### config.mk
export PLATFORM = sky130hd
export DESIGN_NAME = vm_brew_sched
export DESIGN_NICKNAME = d
export VERILOG_FILES = /design/src/rtl/vm_brew_sched.sv
export SDC_FILE = /design/constraint.sdc
export NUM_CORES = 1
export LEC_CHECK = 0
export ABC_AREA = 1
export BUFFER_PORTS_ARGS = -buffer_cell sky130_fd_sc_hd__buf_2
export CORE_UTILIZATION = 47
export DETAILED_ROUTE_END_ITERATION = 7
export PLACE_DENSITY = 0.85
export SYNTH_ARGS = -nofsm -noshare
export SYNTH_HDL_FRONTEND = slang
export SYNTH_SLANG_ARGS = --single-unit
### constraint.sdc
create_clock -name i_clk -period 1.61 [get_ports i_clk]
set_input_delay 0.161 -clock i_clk [delete_from_list [all_inputs] [get_ports i_clk]]
set_output_delay 0.161 -clock i_clk [all_outputs]
set_load 0.1 [all_outputs]
### src/rtl/vm_brew_sched.sv
// rtl/vm_brew_sched.sv - round-robin scheduler sharing one grinder/brewer between NREQ front-ends
//
// Grants one requester at a time, checks water and beans once, then runs
// grind -> brew -> dispense (or a one-cycle fault) and acks the owner.
// All outputs are registered.
//
// Ports:
//   i_clk        system clock, rising edge
//   i_rst        synchronous reset, active-high
//   i_req        per-front-end request level, held until matching ack
//   i_water      current water tank level (unsigned)
//   i_beans      1 = beans present
//   o_gnt        one-hot owner of the brewer, zero when idle
//   o_grind      grinder drive
//   o_brew       brewer drive
//   o_water_dec  one-cycle pulse, one cup of water consumed
//   o_coffee     one-cycle pulse, cup dispensed
//   o_error      one-cycle pulse, request rejected
//   o_ack        one-cycle one-hot pulse to the served requester

module vm_brew_sched #(
    parameter int NREQ          = 2,
    parameter int WATER_W       = 5,
    parameter int WATER_PER_CUP = 2,
    parameter int GRIND_CYC     = 3,
    parameter int BREW_CYC      = 4
) (
    input  logic               i_clk,
    input  logic               i_rst,
    input  logic [NREQ-1:0]    i_req,
    input  logic [WATER_W-1:0] i_water,
    input  logic               i_beans,
    output logic [NREQ-1:0]    o_gnt,
    output logic               o_grind,
    output logic               o_brew,
    output logic               o_water_dec,
    output logic               o_coffee,
    output logic               o_error,
    output logic [NREQ-1:0]    o_ack
);

    localparam int OW   = (NREQ > 1) ? $clog2(NREQ) : 1;
    localparam int TMAX = (GRIND_CYC > BREW_CYC) ? GRIND_CYC : BREW_CYC;
    // The timer only ever holds a load value of TMAX-1 and counts down to 0.
    localparam int TW   = (TMAX > 1) ? $clog2(TMAX) : 1;

    localparam logic [OW-1:0]    LAST_RST   = OW'(NREQ - 1);
    localparam logic [TW-1:0]    GRIND_LOAD = TW'(GRIND_CYC - 1);
    localparam logic [TW-1:0]    BREW_LOAD  = TW'(BREW_CYC - 1);
    localparam logic [TW-1:0]    TIMER_ONE  = TW'(1);
    localparam logic [WATER_W:0] WATER_MIN  = (WATER_W + 1)'(WATER_PER_CUP);
    localparam logic [NREQ-1:0]  ONE_HOT0   = NREQ'(1);

    typedef enum logic [2:0] {
        S_IDLE,
        S_CHECK,
        S_GRIND,
        S_BREW,
        S_DISPENSE,
        S_FAULT
    } state_t;

    state_t            r_state;
    logic [OW-1:0]     r_owner;
    logic [OW-1:0]     r_last;
    logic [TW-1:0]     r_timer;
    logic [NREQ-1:0]   r_gnt;
    logic              r_grind;
    logic              r_brew;
    logic              r_water_dec;
    logic              r_coffee;
    logic              r_error;
    logic [NREQ-1:0]   r_ack;

    state_t            w_state_nxt;
    logic [OW-1:0]     w_owner_nxt;
    logic [OW-1:0]     w_last_nxt;
    logic [TW-1:0]     w_timer_nxt;
    logic              w_water_dec_nxt;
    logic [NREQ-1:0]   w_owner_oh;
    logic [OW-1:0]     w_pick;
    logic              w_pick_vld;
    logic              w_supplies_ok;

    // Round-robin pick: first set request searching upward from r_last+1.
    always_comb begin
        int idx;
        idx        = 0;
        w_pick     = r_last;
        w_pick_vld = 1'b0;
        for (int k = 1; k <= NREQ; k++) begin
            idx = int'(r_last) + k;
            if (idx >= NREQ) begin
                idx = idx - NREQ;
            end
            if (!w_pick_vld && i_req[idx[OW-1:0]]) begin
                w_pick     = idx[OW-1:0];
                w_pick_vld = 1'b1;
            end
        end
    end

    assign w_supplies_ok = i_beans && ({1'b0, i_water} >= WATER_MIN);

    always_comb begin
        w_state_nxt     = r_state;
        w_owner_nxt     = r_owner;
        w_last_nxt      = r_last;
        w_timer_nxt     = r_timer;
        w_water_dec_nxt = 1'b0;
        case (r_state)
            S_IDLE: begin
                if (w_pick_vld) begin
                    w_state_nxt = S_CHECK;
                    w_owner_nxt = w_pick;
                end
            end
            S_CHECK: begin
                if (w_supplies_ok) begin
                    w_state_nxt = S_GRIND;
                    w_timer_nxt = GRIND_LOAD;
                end else begin
                    w_state_nxt = S_FAULT;
                end
            end
            S_GRIND: begin
                if (r_timer == '0) begin
                    w_state_nxt     = S_BREW;
                    w_timer_nxt     = BREW_LOAD;
                    // Registered alongside the first BREW cycle.
                    w_water_dec_nxt = 1'b1;
                end else begin
                    w_timer_nxt = r_timer - TIMER_ONE;
                end
            end
            S_BREW: begin
                if (r_timer == '0) begin
                    w_state_nxt = S_DISPENSE;
                end else begin
                    w_timer_nxt = r_timer - TIMER_ONE;
                end
            end
            S_DISPENSE, S_FAULT: begin
                // The owner moves to lowest priority for the next arbitration.
                w_state_nxt = S_IDLE;
                w_last_nxt  = r_owner;
            end
            default: begin
                w_state_nxt = S_IDLE;
            end
        endcase
    end

    assign w_owner_oh = ONE_HOT0 << w_owner_nxt;

    always_ff @(posedge i_clk) begin
        if (i_rst) begin
            r_state     <= S_IDLE;
            r_owner     <= '0;
            r_last      <= LAST_RST;
            r_timer     <= '0;
            r_gnt       <= '0;
            r_grind     <= 1'b0;
            r_brew      <= 1'b0;
            r_water_dec <= 1'b0;
            r_coffee    <= 1'b0;
            r_error     <= 1'b0;
            r_ack       <= '0;
        end else begin
            r_state     <= w_state_nxt;
            r_owner     <= w_owner_nxt;
            r_last      <= w_last_nxt;
            r_timer     <= w_timer_nxt;
            r_gnt       <= (w_state_nxt != S_IDLE) ? w_owner_oh : '0;
            r_grind     <= (w_state_nxt == S_GRIND);
            r_brew      <= (w_state_nxt == S_BREW);
            r_water_dec <= w_water_dec_nxt;
            r_coffee    <= (w_state_nxt == S_DISPENSE);
            r_error     <= (w_state_nxt == S_FAULT);
            r_ack       <= ((w_state_nxt == S_DISPENSE) || (w_state_nxt == S_FAULT)) ? w_owner_oh : '0;
        end
    end

    assign o_gnt       = r_gnt;
    assign o_grind     = r_grind;
    assign o_brew      = r_brew;
    assign o_water_dec = r_water_dec;
    assign o_coffee    = r_coffee;
    assign o_error     = r_error;
    assign o_ack       = r_ack;

endmodule

Word level (Yosys, flattened, before mapping):

Cells that the tools add are included.

* bits in registers: 16
* input bits: 10
* logic and storage cells: 71
* output and inout port bits: 9

* multiplexer cells: 22
* reduce and logical (&&, ||, !) cells: 13
* eq/ne operators: 11
* add/sub/neg operators: 5
* bitwise operators: 3
* shifts and indexed selects: 1
* order comparisons: 5

Operators by type and width (count)
* $mux W1: 13
* $eq A3 B2 Y1 const B: 4
* $eq A3 B3 Y1 const B: 4
* $mux W3: 4
* $pmux W3 S4: 1
* $reduce_or A2 Y1: 4
* $mux W2: 3
* $pmux W2 S3: 1
* $reduce_bool A3 Y1: 2
* $ge A5 B2 Y1 const B: 1
* $lt A1 B2 Y1 const B: 2
* $ne A2 B2 Y1 const B: 2
* $add A1 B2 Y3 const B: 1
* $eq A3 B1 Y1 const B: 1
* $ge A3 B2 Y1 const B: 1
* $logic_not A3 Y1: 1
* $not A1 Y1: 3
* $reduce_and A3 Y1: 1
* $add A1 B1 Y2 const B: 1
* $ge A2 B2 Y1 const B: 1
* $logic_and A1 B1 Y1: 2
* $logic_not A2 Y1: 1
* $shl A1 B1 Y2 const A: 1
* $sub A1 B1 Y1 const B: 2
* 3 further kinds: 3

Depth between registers and ports, before layout:

Gate-level depths: netlist of the first run.

* word-level depth: 15
* depth in mapped cells: 7
* mapped depth without buffers: 7

Least setup slack after synthesis of the first run:

OpenSTA, ideal clock, no wires.

* kind: register to register
* start point: reg r_timer[0]
* end point: reg r_brew, in the netlist o_brew
* slack: 416 ps
* path buffers: 0
* arrival time: 1120 ps
* stages on the path, launching flop included: 8
* path through: dfxtp_1 > inv_1 > ha_1 > nor3_2 > nor2_1 > nand2_2 > nand2_2 > a31oi_2

* longest elaborated chain between the ends: 4
* elaborated cells between the ends (all ways): 5

Ends and longest elaborated chain
* start: declaration: line 66 `logic [TW-1:0] r_timer;`
* start signal: assignment: line 173 `r_timer <= w_timer_nxt;`
* $logic_not A2 Y1 (*): line 127, 137
* $mux W3 (on tied branches): line 137, 127
* $pmux W3 S4 (*): line 111 `case (r_state)`
* $eq A3 B2 Y1 (*): line 176 `r_brew <= (w_state_nxt == S_BREW);`
* end signal: assignment: line 176
* end: declaration: line 69 `logic r_brew;`

Mark *: on every way between the ends. The rest lies on a longest branch, timed or not.
A chain may end at the register's enable or synchronous reset.

Worst setup path after layout of the first run:

Same ends and word-level chain as after synthesis.

==> impl_metrics.json, run 1 <==
{
  "p_total_w": 0.00115,
  "min_from": "i_rst",
  "rsz0062_at_grt": "no",
  "setup_viol": 0,
  "post_cts_resized": 0,
  "gp_congestion": 0.816,
  "clock_skew_ns": 0.00297,
  "netlist.area_leader.share": 0.491,
  "num-nets-final": 110,
  "clk_pin_slew_worst_paths_ns": 0.09,
  "path_delay_family": "simple AND/OR/NAND/NOR gates",
  "syn-num-nets": 88,
  "clockRootBuffer": "clkbuf_4",
  "critical_path.cell_chain": "inv_1 > ha_1 > nor3_2 > nor2_1 > nand2_2 > nand2_2 > a31oi_2",
  "synth_area_sq_um": 652,
  "worstHoldPathCells": 2,
  "period_minus_slack_ns": 1.32,
  "synth_seq_cells": 16,
  "violations": "DRC",
  "drt_iter0_markers": 5,
  "fin_crit_sh": 0.817,
  "syn_avg_cell_area_sq_um": 8.47,
  "synth.largest_area_cell": "dfxtp_1",
  "hold_path_end": "o_water_dec$_SDFF_PP0_",
  "reg2reg_depth": 7,
  "layout-drive-gt1-share": 0.408,
  "ant_nets": 0,
  "vdd_drop_max_mv": 0.877,
  "hold_path.class": "in -> reg",
  "r2r_start": "r_timer[0]$_SDFFE_PP0P_",
  "hold_viol": 0,
  "io_buffer_count": 17,
  "dp_hpwl_um": 905,
  "cts_setup_buffers": 0,
  "synthCells": 77,
  "overflow": 0,
  "status": "finished, violations left",
  "dr.pass1.iters": 5,
  "start_kind": "register",
  "relSlewSlack": 0.677,
  "drc": 2,
  "htree_num_levels": 1,
  "worstPathRequired_ns": 1.82,
  "clk_path_buf_depth": 2,
  "avgViaCountPerCell": 4.83,
  "core-area_sq_um": 1300,
  "arrival_ns": 1.53,
  "fmax_mhz": 760,
  "grt_max_degree": 10,
  "leakagePower_nw": 0.403,
  "rrSetupSlack_ns": 0.29,
  "grtUsageTotal": 0.176,
  "fillers": 117,
  "r2r_end": "o_brew$_SDFF_PP0_",
  "path_class": "reg -> reg",
  "slowest_stage": "dfxtp_1",
  "grt_pass1_vias": 452,
  "antennaDiodeCount": 0,
  "wl_per_cell_um": 10.1,
  "finalSetupTns_ns": 0,
  "maxSlewViolCount": 0,
  "cp-end-kind": "register",
  "ctsHoldBuffers": 0,
  "fp.dieArea_sq_um": 1540,
  "grt_pass1_wl_um": 1780,
  "yosysUniqueCellTypes": 21,
  "max_cap_violations": 0,
  "io_pins": 19,
  "cp_max_fo": 4,
  "ys_warn_count": 0,
  "cts_buffers": 3,
  "std_cell_rows": 13,
  "cts.sinks": 16,
  "power_density_nw_per_um2": 1460,
  "whs_ns": 0.112,
  "die_h_um": 39.2,
  "yosysSeqAreaShare": 0.491,
  "antenna_found_initial": 0,
  "critPathBufInv": 1,
  "worst_path_largest_cell_delay_ns": 0.36,
  "wl_um": 1140,
  "cts_tree": "yes",
  "vias": 546,
  "synth.area.top_cells": "dfxtp_1 (49%), nor2_1 (7.5%), nand2_2 (6.7%)",
  "worst_pin_slew_ns": 0.488,
  "area_growth_pct": 21.5,
  "start_util": 0.501,
  "crit_top_cell": "nand2_2",
  "clkLatencyLatePin_ns": 0.28,
  "dieWidth_um": 39.2
}
## layout by cell type, fill, tap and decap left out, drive strengths merged, types with 3 or more instances in the layout
cell type  netlist  final
nand2           15     15
o21ai            4      4
clkbuf           0      4
a21oi            3      3
nand3            3      3
buf              0     17
dfxtp           16     16
inv             11     11
nor2            17     17
## worst max-delay path by stage
stage | from | to | slack (ns) | cells past startpoint
after floorplan | r_timer[0]$_SDFFE_PP0P_ | o_brew$_SDFF_PP0_ | 0.42 | 7
after global placement | r_timer[0]$_SDFFE_PP0P_ | o_brew$_SDFF_PP0_ | 0.34 | 7
after detailed placement | r_timer[0]$_SDFFE_PP0P_ | o_brew$_SDFF_PP0_ | 0.30 | 7
after CTS | r_timer[0]$_SDFFE_PP0P_ | o_brew$_SDFF_PP0_ | 0.28 | 7
after global routing | r_timer[0]$_SDFFE_PP0P_ | o_brew$_SDFF_PP0_ | 0.14 | 7
final | r_timer[0]$_SDFFE_PP0P_ | o_brew$_SDFF_PP0_ | 0.29 | 7
## power breakdown
| part | total (W) | leakage (nW) | internal [W] | switching, W |
|---|---|---|---|---|
| sequential | 0.000475 | 0.131 | 0.000447 | 0.0000285 |
| combinational | 0.000423 | 0.251 | 0.0000962 | 0.000327 |
| clock | 0.000255 | 0.0210 | 0.000138 | 0.000117 |
| total | 0.00115 | 0.403 | 0.000681 | 0.000473 |
## synthesized netlist by cell type, drive strengths merged
library cell   n
nor2          17
dfxtp         16
nand2         15
inv           11
o21ai          4
a21oi          3
nand3          3
a31oi          1
ha             1
nand4          1
nor3           1
nor3b          1
o21a           1
o21bai         1
o22ai          1
## registers in the layout (all words and copies together) (netlist names)
signal       count
r_last           1
o_ack            2
o_gnt            2
o_error          1
r_timer          2
o_grind          1
r_state          3
o_water_dec      1
o_coffee         1
o_brew           1
r_owner          1
## layer usage
layer	vias to the layer above	track usage	wire (um)
met5	-	0	0
met4	0	0.0259	11
met3	2	0.0867	67
met2	12	0.304	608
met1	245	0.195	448
li1	287	-	-
## cells by family (layout without fill, tap and decap cells)
group / after synthesis / count (layout) / synth area share
AOI/OAI and AO/OA: 11 / 11 / 0.132
and+or+nand+nor: 38 / 38 / 0.294
adders and majority gates: 1 / 1 / 0.0192
DFF: 16 / 16 / 0.491
buffers and inverters: 11 / 32 / 0.0633
## through the flow
step	std cells	util	cell area [sq um]	worst slack [ns]
finish	113	0.609	792	0.294
detailed placement	109	0.581	756	0.304
global placement	109	0.581	756	0.343
floorplan	77	-	652	0.416
global route	113	0.609	792	0.143
CTS	113	0.609	792	0.278
## area by class of cell
type | count | area (sq um) | share of cell area
inverter | 11 | 41.3 | 0.0521
clock buffer | 4 | 36.3 | 0.0458
tap | 15 | 18.8 | 0.0237
timing repair buffer | 17 | 85.1 | 0.107
multi-input combinational | 50 | 290 | 0.367
sequential | 16 | 320 | 0.404
No activity file was read; power rests on OpenSTA's default activity.
==> run 2, diff against run 1 <==
Settings changed: CORE_UTILIZATION 47 to 43, PLACE_DENSITY 0.85 to 0.82.
Clock period 1.61 ns to 1.1 ns, I/O delays scaled along.
==> impl_metrics.json, run 2 (synthesized netlist as in run 1, its figures left out) <==
{
  "fin_crit_sh": 1.10,
  "start_kind": "register",
  "cp_max_fo": 4,
  "drc": 0,
  "rsz0062_at_grt": "yes",
  "worst_pin_slew_ns": 0.265,
  "ctsHoldBuffers": 0,
  "dr.pass1.iters": 4,
  "wl_um": 1590,
  "ant_nets": 0,
  "vias": 635,
  "grt_pass1_vias": 617,
  "start_util": 0.483,
  "clkLatencyLatePin_ns": 0.28,
  "hold_path.class": "in -> reg",
  "violations": "setup timing",
  "layout-drive-gt1-share": 0.613,
  "io_pins": 19,
  "fin_ws_ns": -0.107,
  "std_cell_rows": 13,
  "overflow": 0,
  "num-nets-final": 124,
  "cts.sinks": 16,
  "vdd_drop_max_mv": 1.13,
  "period_minus_slack_ns": 1.21,
  "place_area_sq_um": 986,
  "drt_iter0_markers": 11,
  "clockRootBuffer": "clkbuf_4",
  "worstPathRequired_ns": 1.31,
  "antenna_found_initial": 0,
  "max_cap_violations": 0,
  "final_cells": 126,
  "layout_common_cells": "buf_4 (14), nor2_1 (11), dfxtp_1 (11)",
  "dieWidth_um": 40.9,
  "fp.dieArea_sq_um": 1680,
  "arrival_ns": 1.42,
  "rrSetupSlack_ns": -0.11,
  "largest_reg_flops": 3,
  "status": "finished, violations left",
  "maxSlewViolCount": 0,
  "grt_pass1_wl_um": 2440,
  "die_h_um": 40.9,
  "dp.cells": 119,
  "cp-end-kind": "register",
  "relSlewSlack": 0.824,
  "fmax_mhz": 828,
  "htree_num_levels": 1,
  "power_density_nw_per_um2": 1790,
  "cts_tree": "yes",
  "antennaDiodeCount": 0,
  "clk_pin_slew_worst_paths_ns": 0.08,
  "fin_area_sq_um": 1090,
  "leakagePower_nw": 0.502,
  "area_growth_pct": 67.4,
  "avgViaCountPerCell": 5.04,
  "gp_congestion": 0.834,
  "io_buffer_count": 17,
  "cts_buffers": 3,
  "dp_hpwl_um": 1190,
  "setup_viol": 10,
  "final_common_cell": "buf_4",
  "hold_viol": 0,
  "grtUsageTotal": 0.238,
  "wl_per_cell_um": 12.6,
  "grt_max_degree": 9,
  "core-area_sq_um": 1350,
  "path_class": "reg -> reg",
  "top_register": "r_state",
  "clock_skew_ns": 0.00205,
  "clk_path_buf_depth": 2
}
run 2: changes by cell type in the layout (fill, tap and decap cells not counted), moves of 2 or more:
cell     previous run  this run
buf_4               0        14
buf_12              0         9
buf_2              17         8
dfxtp_1            16        11
dfxtp_2             0         3
nor2_4              0         3
dfxtp_4             0         2
inv_1              10         8
inv_2               1         3
nand2_1             8         6
nor2_1             13        11
run 2: routing by layer:
metal | GRT usage | routed length [um] | vias to the layer above
met1 | 0.211 | 602 | 297
met4 | 0.217 | 38 | 0
met5 | 0 | 0 | -
met3 | 0.0652 | 46 | 6
li1 | - | - | 317
met2 | 0.426 | 898 | 15
run 2: worst paths after layout:
kind / depth (start not counted) / from / end
setup / recovery: 6 / r_state[2]$_SDFF_PP0_ / o_brew$_SDFF_PP0_
hold / removal: 2 / i_rst / o_error$_SDFF_PP0_
setup reg to reg: 6 / r_state[2]$_SDFF_PP0_ / o_brew$_SDFF_PP0_
hold reg to reg: 2 / r_last$_SDFFE_PP1P_ / r_last$_SDFFE_PP1P_
run 2: repair_timing:
item / 4_1_cts / 5_1_grt
resized for setup: 13 / 6
setup buffers: 3 / 1
pin swaps: 4 / 2
setup endpoints to repair: 10 / 12
run 2: area by class of cell:
type                    count  area [sq um]
multi-input cells          50           352
flip-flops and latches     16           332
repair buffers             31           325
fillers                    88           259
inverters                  11          41.3
clock buffers               3          22.5
well taps                  15          18.8
run 2: stage by stage:
stage / setup TNS (ns) / power, W / utilization / setup WS (ns) / hold WS, ns
after floorplan: 0 / 0.00125 / - / 0.00551 / 0.182
after global placement: -0.0676 / 0.00154 / 0.730 / -0.0239 / 0.351
after detailed placement: -0.620 / 0.00157 / 0.730 / -0.107 / 0.357
after CTS: -0.332 / 0.00195 / 0.791 / -0.0810 / 0.0530
after global routing: -1.26 / 0.00204 / 0.808 / -0.157 / 0.0554
final: -0.513 / 0.00195 / 0.808 / -0.107 / 0.0620
run 2: worst max-delay path: stages (launching register included):
cell and delay, ns:
dfxtp_4 0.37, buf_4 0.14, nor3_4 0.22, nor2_2 0.07, nand2_2 0.11, nand2_2 0.09, a31oi_2 0.15
run 2: report_power, final:
group	internal, W	leakage (nW)	switching (W)	total (W)
Combinational	0.000373	0.355	0.000557	0.000930
Clock	0.000127	0.0138	0.000165	0.000292
Sequential	0.000660	0.133	0.0000706	0.000731
Total	0.00116	0.502	0.000793	0.00195
